[src/rtl/t01_ai_pkg.sv]
// Shared types and constants for the AI move sequencer and the move decoder.
`timescale 1ns/1ps
package t01_ai_pkg;

  typedef enum logic [2:0] {
    IDLE    = 3'd0,
    REQ     = 3'd1,
    WAIT_AI = 3'd2,
    DECODE  = 3'd3,
    ROTATE  = 3'd4,
    SHIFT   = 3'd5,
    HOLD    = 3'd6
  } state_t;

  localparam int BOARD_COLS  = 10;
  localparam int NUM_ROT     = 4;
  localparam int MAX_MOVE_ID = NUM_ROT * BOARD_COLS;

  typedef struct packed {
    logic [1:0] rot;
    logic [3:0] col;
  } move_t;

endpackage

[src/rtl/t01_move_decode.sv]
// Splits a move ID into rotation (id/10) and column (id%10) using a compare chain.
`timescale 1ns/1ps
module t01_move_decode
  import t01_ai_pkg::*;
(
  input  logic [5:0] move_id,
  output move_t      move,
  output logic       invalid
);

  always_comb begin
    move    = '0;
    invalid = 1'b0;
    if (move_id >= 6'(MAX_MOVE_ID)) begin
      invalid = 1'b1;
    end else if (move_id >= 6'(3 * BOARD_COLS)) begin
      move.rot = 2'd3;
      move.col = 4'(move_id - 6'(3 * BOARD_COLS));
    end else if (move_id >= 6'(2 * BOARD_COLS)) begin
      move.rot = 2'd2;
      move.col = 4'(move_id - 6'(2 * BOARD_COLS));
    end else if (move_id >= 6'(BOARD_COLS)) begin
      move.rot = 2'd1;
      move.col = 4'(move_id - 6'(BOARD_COLS));
    end else begin
      move.rot = 2'd0;
      move.col = move_id[3:0];
    end
  end

endmodule

[src/rtl/t01_ai_move_sequencer.sv]
// Requests an AI move per spawned piece and replays it as spaced rotate/shift pulses;
// human buttons pass through (registered) whenever AI mode is off.
`timescale 1ns/1ps
module t01_ai_move_sequencer
  import t01_ai_pkg::*;
#(
  parameter int SPAWN_COL  = 3,
  parameter int STEP_GAP   = 16,
  parameter int AI_TIMEOUT = 4096
) (
  input  logic       clk,
  input  logic       rst,
  input  logic       ai_enable,
  input  logic       piece_spawn,
  input  logic       ai_done,
  input  logic [5:0] ai_best_move_id,
  input  logic       right_i,
  input  logic       left_i,
  input  logic       rotate_r_i,
  input  logic       rotate_l_i,
  output logic       start_ai,
  output logic       right_o,
  output logic       left_o,
  output logic       rotate_r_o,
  output logic       rotate_l_o,
  output logic       busy,
  output logic       err_invalid,
  output logic       err_timeout,
  output logic [2:0] state_o
);

  localparam int GW = $clog2(STEP_GAP);
  localparam int TW = $clog2(AI_TIMEOUT);

  state_t          state;
  logic [TW-1:0]   tcnt;
  logic [GW-1:0]   gap;
  logic [5:0]      move_id;
  logic [1:0]      rot_left;
  logic            rot_ccw;
  logic [3:0]      shift_left;
  logic            shift_neg;
  move_t           dec_move;
  logic            dec_invalid;
  logic [4:0]      delta;
  logic [3:0]      delta_mag;

  t01_move_decode u_decode (
    .move_id (move_id),
    .move    (dec_move),
    .invalid (dec_invalid)
  );

  assign delta     = 5'({1'b0, dec_move.col}) - 5'(SPAWN_COL);
  assign delta_mag = delta[4] ? 4'(-delta) : delta[3:0];
  assign busy      = (state != IDLE);
  assign state_o   = state;

  always_ff @(posedge clk or posedge rst) begin
    if (rst) begin
      state       <= IDLE;
      tcnt        <= '0;
      gap         <= '0;
      move_id     <= '0;
      rot_left    <= '0;
      rot_ccw     <= 1'b0;
      shift_left  <= '0;
      shift_neg   <= 1'b0;
      start_ai    <= 1'b0;
      right_o     <= 1'b0;
      left_o      <= 1'b0;
      rotate_r_o  <= 1'b0;
      rotate_l_o  <= 1'b0;
      err_invalid <= 1'b0;
      err_timeout <= 1'b0;
    end else begin
      start_ai   <= 1'b0;
      right_o    <= 1'b0;
      left_o     <= 1'b0;
      rotate_r_o <= 1'b0;
      rotate_l_o <= 1'b0;
      if (!ai_enable) begin
        state      <= IDLE;
        right_o    <= right_i;
        left_o     <= left_i;
        rotate_r_o <= rotate_r_i;
        rotate_l_o <= rotate_l_i;
      end else if (piece_spawn) begin
        // A new piece always restarts the request, abandoning any move in flight.
        state    <= REQ;
        start_ai <= 1'b1;
      end else begin
        case (state)
          IDLE: ;
          REQ: begin
            tcnt  <= '0;
            state <= WAIT_AI;
          end
          WAIT_AI: begin
            if (ai_done) begin
              move_id <= ai_best_move_id;
              state   <= DECODE;
            end else if (tcnt == TW'(AI_TIMEOUT - 1)) begin
              err_timeout <= 1'b1;
              state       <= HOLD;
            end else begin
              tcnt <= tcnt + TW'(1);
            end
          end
          DECODE: begin
            if (dec_invalid) begin
              err_invalid <= 1'b1;
              state       <= HOLD;
            end else begin
              // Three clockwise turns are replayed as a single counter-clockwise turn.
              rot_left   <= (dec_move.rot == 2'd3) ? 2'd1 : dec_move.rot;
              rot_ccw    <= (dec_move.rot == 2'd3);
              shift_left <= delta_mag;
              shift_neg  <= delta[4];
              gap        <= '0;
              state      <= ROTATE;
            end
          end
          ROTATE: begin
            if (rot_left == 2'd0) begin
              state <= SHIFT;
              if (gap != '0) gap <= gap - GW'(1);
            end else if (gap == '0) begin
              rotate_l_o <= rot_ccw;
              rotate_r_o <= !rot_ccw;
              rot_left   <= rot_left - 2'd1;
              gap        <= GW'(STEP_GAP - 1);
            end else begin
              gap <= gap - GW'(1);
            end
          end
          SHIFT: begin
            if (shift_left == 4'd0) begin
              state <= HOLD;
            end else if (gap == '0) begin
              left_o     <= shift_neg;
              right_o    <= !shift_neg;
              shift_left <= shift_left - 4'd1;
              gap        <= GW'(STEP_GAP - 1);
            end else begin
              gap <= gap - GW'(1);
            end
          end
          HOLD: ;
          default: state <= IDLE;
        endcase
      end
    end
  end

endmodule

[config.mk]
export PLATFORM = sky130hd
export DESIGN_NAME = t01_ai_move_sequencer
export DESIGN_NICKNAME = d
export VERILOG_FILES = /design/src/rtl/t01_ai_pkg.sv /design/src/rtl/t01_move_decode.sv /design/src/rtl/t01_ai_move_sequencer.sv
export SDC_FILE = /design/constraint.sdc
export NUM_CORES = 1
export LEC_CHECK = 0
export ABC_AREA = 1
export CORE_MARGIN = 2
export CORE_UTILIZATION = 50
export DETAILED_ROUTE_END_ITERATION = 10
export PLACE_DENSITY_LB_ADDON = 0.15
export SLEW_MARGIN = 20
export SYNTH_ARGS = -nofsm -noshare
export SYNTH_HDL_FRONTEND = slang
export SYNTH_SLANG_ARGS = --single-unit
[constraint.sdc]
create_clock -name clk -period 2 [get_ports clk]
set_input_delay 0.4 -clock clk [delete_from_list [all_inputs] [get_ports clk]]
set_output_delay 0.4 -clock clk [all_outputs]
set_load 0.02 [all_outputs]
; ---- Word level (Yosys, flattened, before mapping)
; Cells that the tools add are included.
[totals]
reg_bits = 40
input_bits = 15
word_cells = 127
[op_classes]
addsub = 9
order_cmp = 4
eq_ne = 20
mux = 54
bitwise = 3
n_reduce_logical = 22
[op_table]
columns = cell, n
row1 = 2-to-1 mux 4 bit, 9
row2 = 2-to-1 mux 12 bit, 2
row3 = one-hot mux 12 bit (2 select lines), 1
row4 = 2-to-1 mux 1 bit, 23
row5 = 2-to-1 mux 3 bit, 6
row6 = 2-to-1 mux 6 bit, 3
row7 = one-hot mux 3 bit (6 select lines), 1
row8 = AND reduction 6 bit, 3
row9 = AND reduction 4 bit, 4
row10 = inequality test 2 bit (second input constant), 7
row11 = adder 12 x 1 -> 12 bit (second input constant), 1
row12 = equality test 12 bit (second input constant), 1
row13 = greater-or-equal comparator 6 x 5 -> 1 bit (second input constant), 2
row14 = one-hot mux 4 bit (3 select lines), 1
row15 = 2-to-1 mux 2 bit, 5
row16 = AND reduction 5 bit, 2
row17 = equality test 3 bit (second input constant), 3
row18 = logical NOT 4 bit, 2
row19 = inequality test 4 bit (second input constant), 2
row20 = one-hot mux 4 bit (2 select lines), 1
row21 = subtractor 4 x 1 -> 4 bit (second input constant), 2
row22 = subtractor 4 bit (second input constant), 2
row23 = equality test 3 x 2 -> 1 bit (second input constant), 2
row24 = greater-or-equal comparator 6 x 4 -> 1 bit (second input constant), 1
row25 = other kinds (20), 26

; ---- Longest topological paths before layout
; Gate-level depths: netlist (run 1).
[logic_depth]
word_depth = 10
ltp_mapped = 18

; ---- Hierarchy
; Synthesis (run 1) repeated with hierarchy kept, for this count alone.
[hier_totals]
hier_cells = 417
area_unflattened_um2 = 2960.3
[by_module_without_submodules]
columns = mod, n_inst, cells_each, area_each_um2
row1 = t01_ai_move_sequencer, 1, 354, 2587.5
row2 = t01_move_decode, 1, 63, 372.9

; ---- Worst setup path after synthesis (run 1)
; Ideal clock, no wire load.
[synth_path]
kind = flip-flop to flip-flop
start = reg move_id[2]
end = reg shift_left[1]
setup_ns = 0.116
arrival_ns = 1.863
required_ns = 1.884
setup_slack_ns = 0.021
path_stages_with_launch = 17
synth_period_minus_slack_ns = 1.979
path_cell_list = dfrtp_1 inv_1 ha_1 inv_1 nor2_1 nand2_1 nand3_1 nand3_1 nand3_1 inv_1 ha_1 a21oi_1 nand2_1 nand2_1 nand3_1 nand2_1 nand2_1
[synth_via]
elab_chain_cells = 10
elab_cells_between_ends = 19
[synth_rtl]
columns = element, line
row1 = from (decl), t01_ai_move_sequencer.sv:38  ; logic [5:0] move_id;
row2 = from (signal assigned), t01_ai_move_sequencer.sv:101  ; move_id <= ai_best_move_id;
row3 = greater-or-equal comparator 6 x 4 -> 1 bit, t01_move_decode.sv:22  ; end else if (move_id >= 6'(BOARD_COLS)) begin
row4 = 2-to-1 mux 5 bit, t01_move_decode.sv:22
row5 = 2-to-1 mux 6 bit, t01_move_decode.sv:19  ; end else if (move_id >= 6'(2 * BOARD_COLS)) begin
row6 = 2-to-1 mux 6 bit, t01_move_decode.sv:16  ; end else if (move_id >= 6'(3 * BOARD_COLS)) begin
row7 = 2-to-1 mux 6 bit, t01_move_decode.sv:14  ; if (move_id >= 6'(MAX_MOVE_ID)) begin
row8 = subtractor 4 x 2 -> 5 bit, t01_ai_move_sequencer.sv:54  ; assign delta = 5'({1'b0, dec_move.col}) - 5'(SPAWN_COL);
row9 = negation 4 bit, t01_ai_move_sequencer.sv:55  ; assign delta_mag = delta[4] ? 4'(-delta) : delta[3:0];
row10 = 2-to-1 mux 4 bit, t01_ai_move_sequencer.sv:55
row11 = 2-to-1 mux 4 bit, t01_ai_move_sequencer.sv:111  ; if (dec_invalid) begin
row12 = one-hot mux 4 bit (2 select lines), t01_ai_move_sequencer.sv:93  ; case (state)
row13 = to (signal assigned), t01_ai_move_sequencer.sv:118  ; shift_left <= delta_mag;
row14 = to (signal assigned), t01_ai_move_sequencer.sv:143  ; shift_left <= shift_left - 4'd1;
row15 = to (decl), t01_ai_move_sequencer.sv:41  ; logic [3:0] shift_left;
; Parallel ways exist; a longest one is shown, timed or not. The select of a mux whose other input is x is not followed.
; A chain may end at the register's enable or synchronous reset.

; ---- Final worst setup path (run 1)
; Ends and elaborated chain as after synthesis.

==> out/results.ini, run 1 <==
[timing]
clock.fmax_mhz = 503
setup_viol = 0
slew_headroom = 0.660
fin_ws_ns = 0.0116
final-hold-violation-count = 0
rsz0062_at_grt = true
tightest_slew_ns = 0.510
fin_crit_sh = 0.994
period_minus_slack_ns = 1.99
finClkSkew_ns = 0.00516
final_max_slew_viol_count = 0

[global_route]
grt_pass1_vias = 2443
grt_pass1_wl_mm = 10.7
grt_overflow = 0
antenna_found_initial = 0
track_usage = 0.226
grt_max_degree = 41

[setup_path]
cp_slowest_cell = dfrtp_2
critPathMaxFanout = 4
slowest_delay_ns = 0.48
crit_start = move_id[2]
worst_ep_arrival_time_ns = 2.17
cp.depth = 16
worstRegToRegCells = 16
startpoint_type = flip-flop
cp_top_family = simple AND/OR/NAND/NOR gates
ff2ff_setup_slack_ns = 0.01
crit_end = shift_left[1]
r2r-start = move_id[2]
critPathBufInv = 1
reg2reg_to = shift_left[1]
crit_required_ns = 2.18
end_kind = flip-flop
path_cells = ha_4 > nand2_2 > nand2_2 > nor2_4 > nand3_4 > nand2_4 > nand2_2 > nand3_2 > inv_2 > ha_4 > a21oi_2 > nand2_1 > nand2_1 > nand3_1 > nand2_1 > nand2_1
cpMostUsedCell = nand2_1
criticalPathCategory = flip-flop to flip-flop

[synth]
synth_compound_area_frac = 0.136
yosysWarnings = 0
yosys.area.top_type = dfrtp_1
synth_enable_flop_cells = 0
syn_avg_cell_area_um2 = 7.46
synth_seq_area_share = 0.386
synth_mux_area_frac = 0
synth_xor_area_frac = 0.0271
synth_cell_types = 40
ys_ff_latch = 40
syn_nets = 374
synthSimpleGateAreaFrac = 0.300
synth_cells = 347
synth_top_family_by_area = simple AND/OR/NAND/NOR gates
synth_adder_area_share = 0.0580
async_flop_share = 1.00
yosysTopAreaCellShare = 0.386
ys.flop_type = dfrtp_1
synth.area.top_cells = dfrtp_1 39%, nand2_1 11%, inv_1 7.1%, ha_1 5.8%, nand3_1 5.4%
synth_area_um2 = 2590

[clocking]
cts_tree = built
hold_buffers = 0
cts_root_buffer = clkbuf_8
clock_latency_ns = 0.28
ctsHtreeMaxLevel = 2
cts_num_sinks = 40
clk_path_buf_depth = 2
numCtsBuffers = 5
clk_pin_slew_ns = 0.07

[worst_hold_path]
min_path_type = flip-flop to flip-flop

[outcome]
outcome = finished clean

[flow_run]
drv_cap = 0

[cells_and_area]
antenna_cells = 0
nets = 435
areaGrowthSynthToFinish_pct = 34.9
drive_gt1_frac = 0.260
final_common_cell = nand2_1
fill_cells = 412
layout_common_cells = 63 x nand2_1, 45 x inv_1, 37 x dfrtp_1
multi_input_area_um2 = 1560
design_area_um2 = 3490
final-seq-area_um2 = 1000

[route]
drtIter0Drc = 112
drt_first_pass_iters = 4
drc = 0
wirelength_mm = 6.45
avgRoutedWirePerCell_um = 13.5
vias = 2460
ant_nets = 0
viasPerCell = 5.15

[die]
die_x_um = 76.0
io_pins = 26
die_h_um = 76.0
core_area_um2 = 5040
start_util = 0.514
dieArea_um2 = 5770
rows = 26

[placement]
dpl_cell_area_um2 = 3100
gp_congestion = 0.905
io_buffers = 25
dpl_worst_slack_ns = -0.163
hpwl_mm = 4.50

[power_and_ir_drop]
powerDensity_nw_per_um2 = 886
p_sw_frac = 0.382
finalPower_mw = 3.10
combPwrFrac = 0.454
p_sw_mw = 1.18
p_leak_nw = 1.63
peakVddDrop_v = 0.000500
clockPowerShare = 0.184
internal-power_mw = 1.92
seqPwrFrac = 0.362

==> metal layers <==
metal  GRT usage  vias up  routed length, um
met1       0.274     1127               2680
met2       0.410       62               3360
met4      0.0745        0                139
met3      0.0367       16                271
li1            -     1255                  -
met5           0        -                  0
==> registers in the layout, indices dropped and copies added, names as in the netlist <==
register / count
shift_neg: 1
move_id: 6
left_o: 1
rotate_l_o: 1
err_invalid: 1
start_ai: 1
state_o: 3
rot_ccw: 1
rot_left: 2
tcnt: 12
rotate_r_o: 1
err_timeout: 1
right_o: 1
shift_left: 4
gap: 4
==> Yosys cell counts, types with 4 or more instances <==
cell type  instances
nand2_1           74
inv_1             49
dfrtp_1           40
nor2_1            32
nand3_1           28
a21oi_1           20
o21ai_0           18
ha_1              12
nor3_1             8
xor2_1             7
inv_2              5
nand4_1            5
nand2_2            4
nor2_2             4
o31ai_1            4
==> kinds of logic (layout without fill, tap and decap cells) <==
kind of cell / count (synthesis) / in the layout
DFF: 40 / 40
and+or+nand+nor: 167 / 167
buffers and inverters: 60 / 121
xor gates and xnor gates: 8 / 8
AOI/OAI and AO/OA: 60 / 60
adders and majority gates: 12 / 12
==> stage by stage <==
| step | std cells | TNS [ns] | hold WS [ns] | util |
|---|---|---|---|---|
| 2_1_floorplan | 347 | 0 | 0.449 | - |
| 3_3_place_gp | 463 | -0.0705 | 0.466 | 0.615 |
| 3_5_place_dp | 463 | -0.447 | 0.471 | 0.615 |
| 4_1_cts | 480 | -0.0503 | 0.491 | 0.658 |
| 5_1_grt | 478 | -0.713 | 0.538 | 0.693 |
| 6_report | 478 | 0 | 0.481 | 0.693 |
==> worst min-delay path by stage <==
stage / endpoint / slack (ns) / cells after the start / start
6_report: shift_left[2] / 0.48 / 2 / shift_left[2]
2_1_floorplan: shift_left[1] / 0.45 / 2 / shift_left[1]
3_3_place_gp: shift_left[2] / 0.47 / 2 / shift_left[2]
5_1_grt: err_timeout / 0.54 / 1 / err_timeout
4_1_cts: shift_left[2] / 0.49 / 2 / shift_left[2]
3_5_place_dp: shift_left[2] / 0.47 / 2 / shift_left[2]
==> cell type report <==
cell class	instances	share of cell area
clock buffers	7	0.0276
inverters	58	0.0655
flip-flops and latches	40	0.288
multi-input cells	247	0.445
well taps	70	0.0251
repair buffers	56	0.149
==> repair_timing <==
action / 4_1_cts / 5_1_grt
buffers inserted: 10 / 1
cloned: 0 / 0
endpoints found under the setup margin: 5 / 8
pin swaps: 7 / 19
gates resized for setup: 16 / 45
==> worst register-to-register path, stage by stage (launching register included) <==
cell	delay (ns)
dfrtp_2	0.48
ha_4	0.20
nand2_2	0.05
nand2_2	0.07
nor2_4	0.13
nand3_4	0.10
nand2_4	0.09
nand2_2	0.05
nand3_2	0.07
inv_2	0.05
ha_4	0.16
a21oi_2	0.12
nand2_1	0.08
nand2_1	0.06
nand3_1	0.06
nand2_1	0.07
nand2_1	0.05
==> power by group through the flow <==
| stage | Combinational (mW) | Clock [mW] | Sequential [mW] |
|---|---|---|---|
| floorplan | 0.679 | 0 | 1.11 |
| global placement | 1.08 | 0 | 1.11 |
| detailed placement | 1.10 | 0 | 1.11 |
| CTS | 1.23 | 0.592 | 1.10 |
| global route | 1.55 | 0.622 | 1.14 |
| finish | 1.41 | 0.570 | 1.12 |
No activity file was read; power rests on OpenSTA's default activity.
==> inputs of run 2 (changes only) <==
--- a/config.mk
+++ b/config.mk
@@ -9,6 +9,7 @@
 export CORE_MARGIN = 2
 export CORE_UTILIZATION = 50
 export DETAILED_ROUTE_END_ITERATION = 10
+export HOLD_SLACK_MARGIN = 0.02
 export PLACE_DENSITY_LB_ADDON = 0.15
 export SLEW_MARGIN = 20
 export SYNTH_ARGS = -nofsm -noshare
==> results of run 2 <==
Final layout, timing and power as in run 1 (identical DEF).
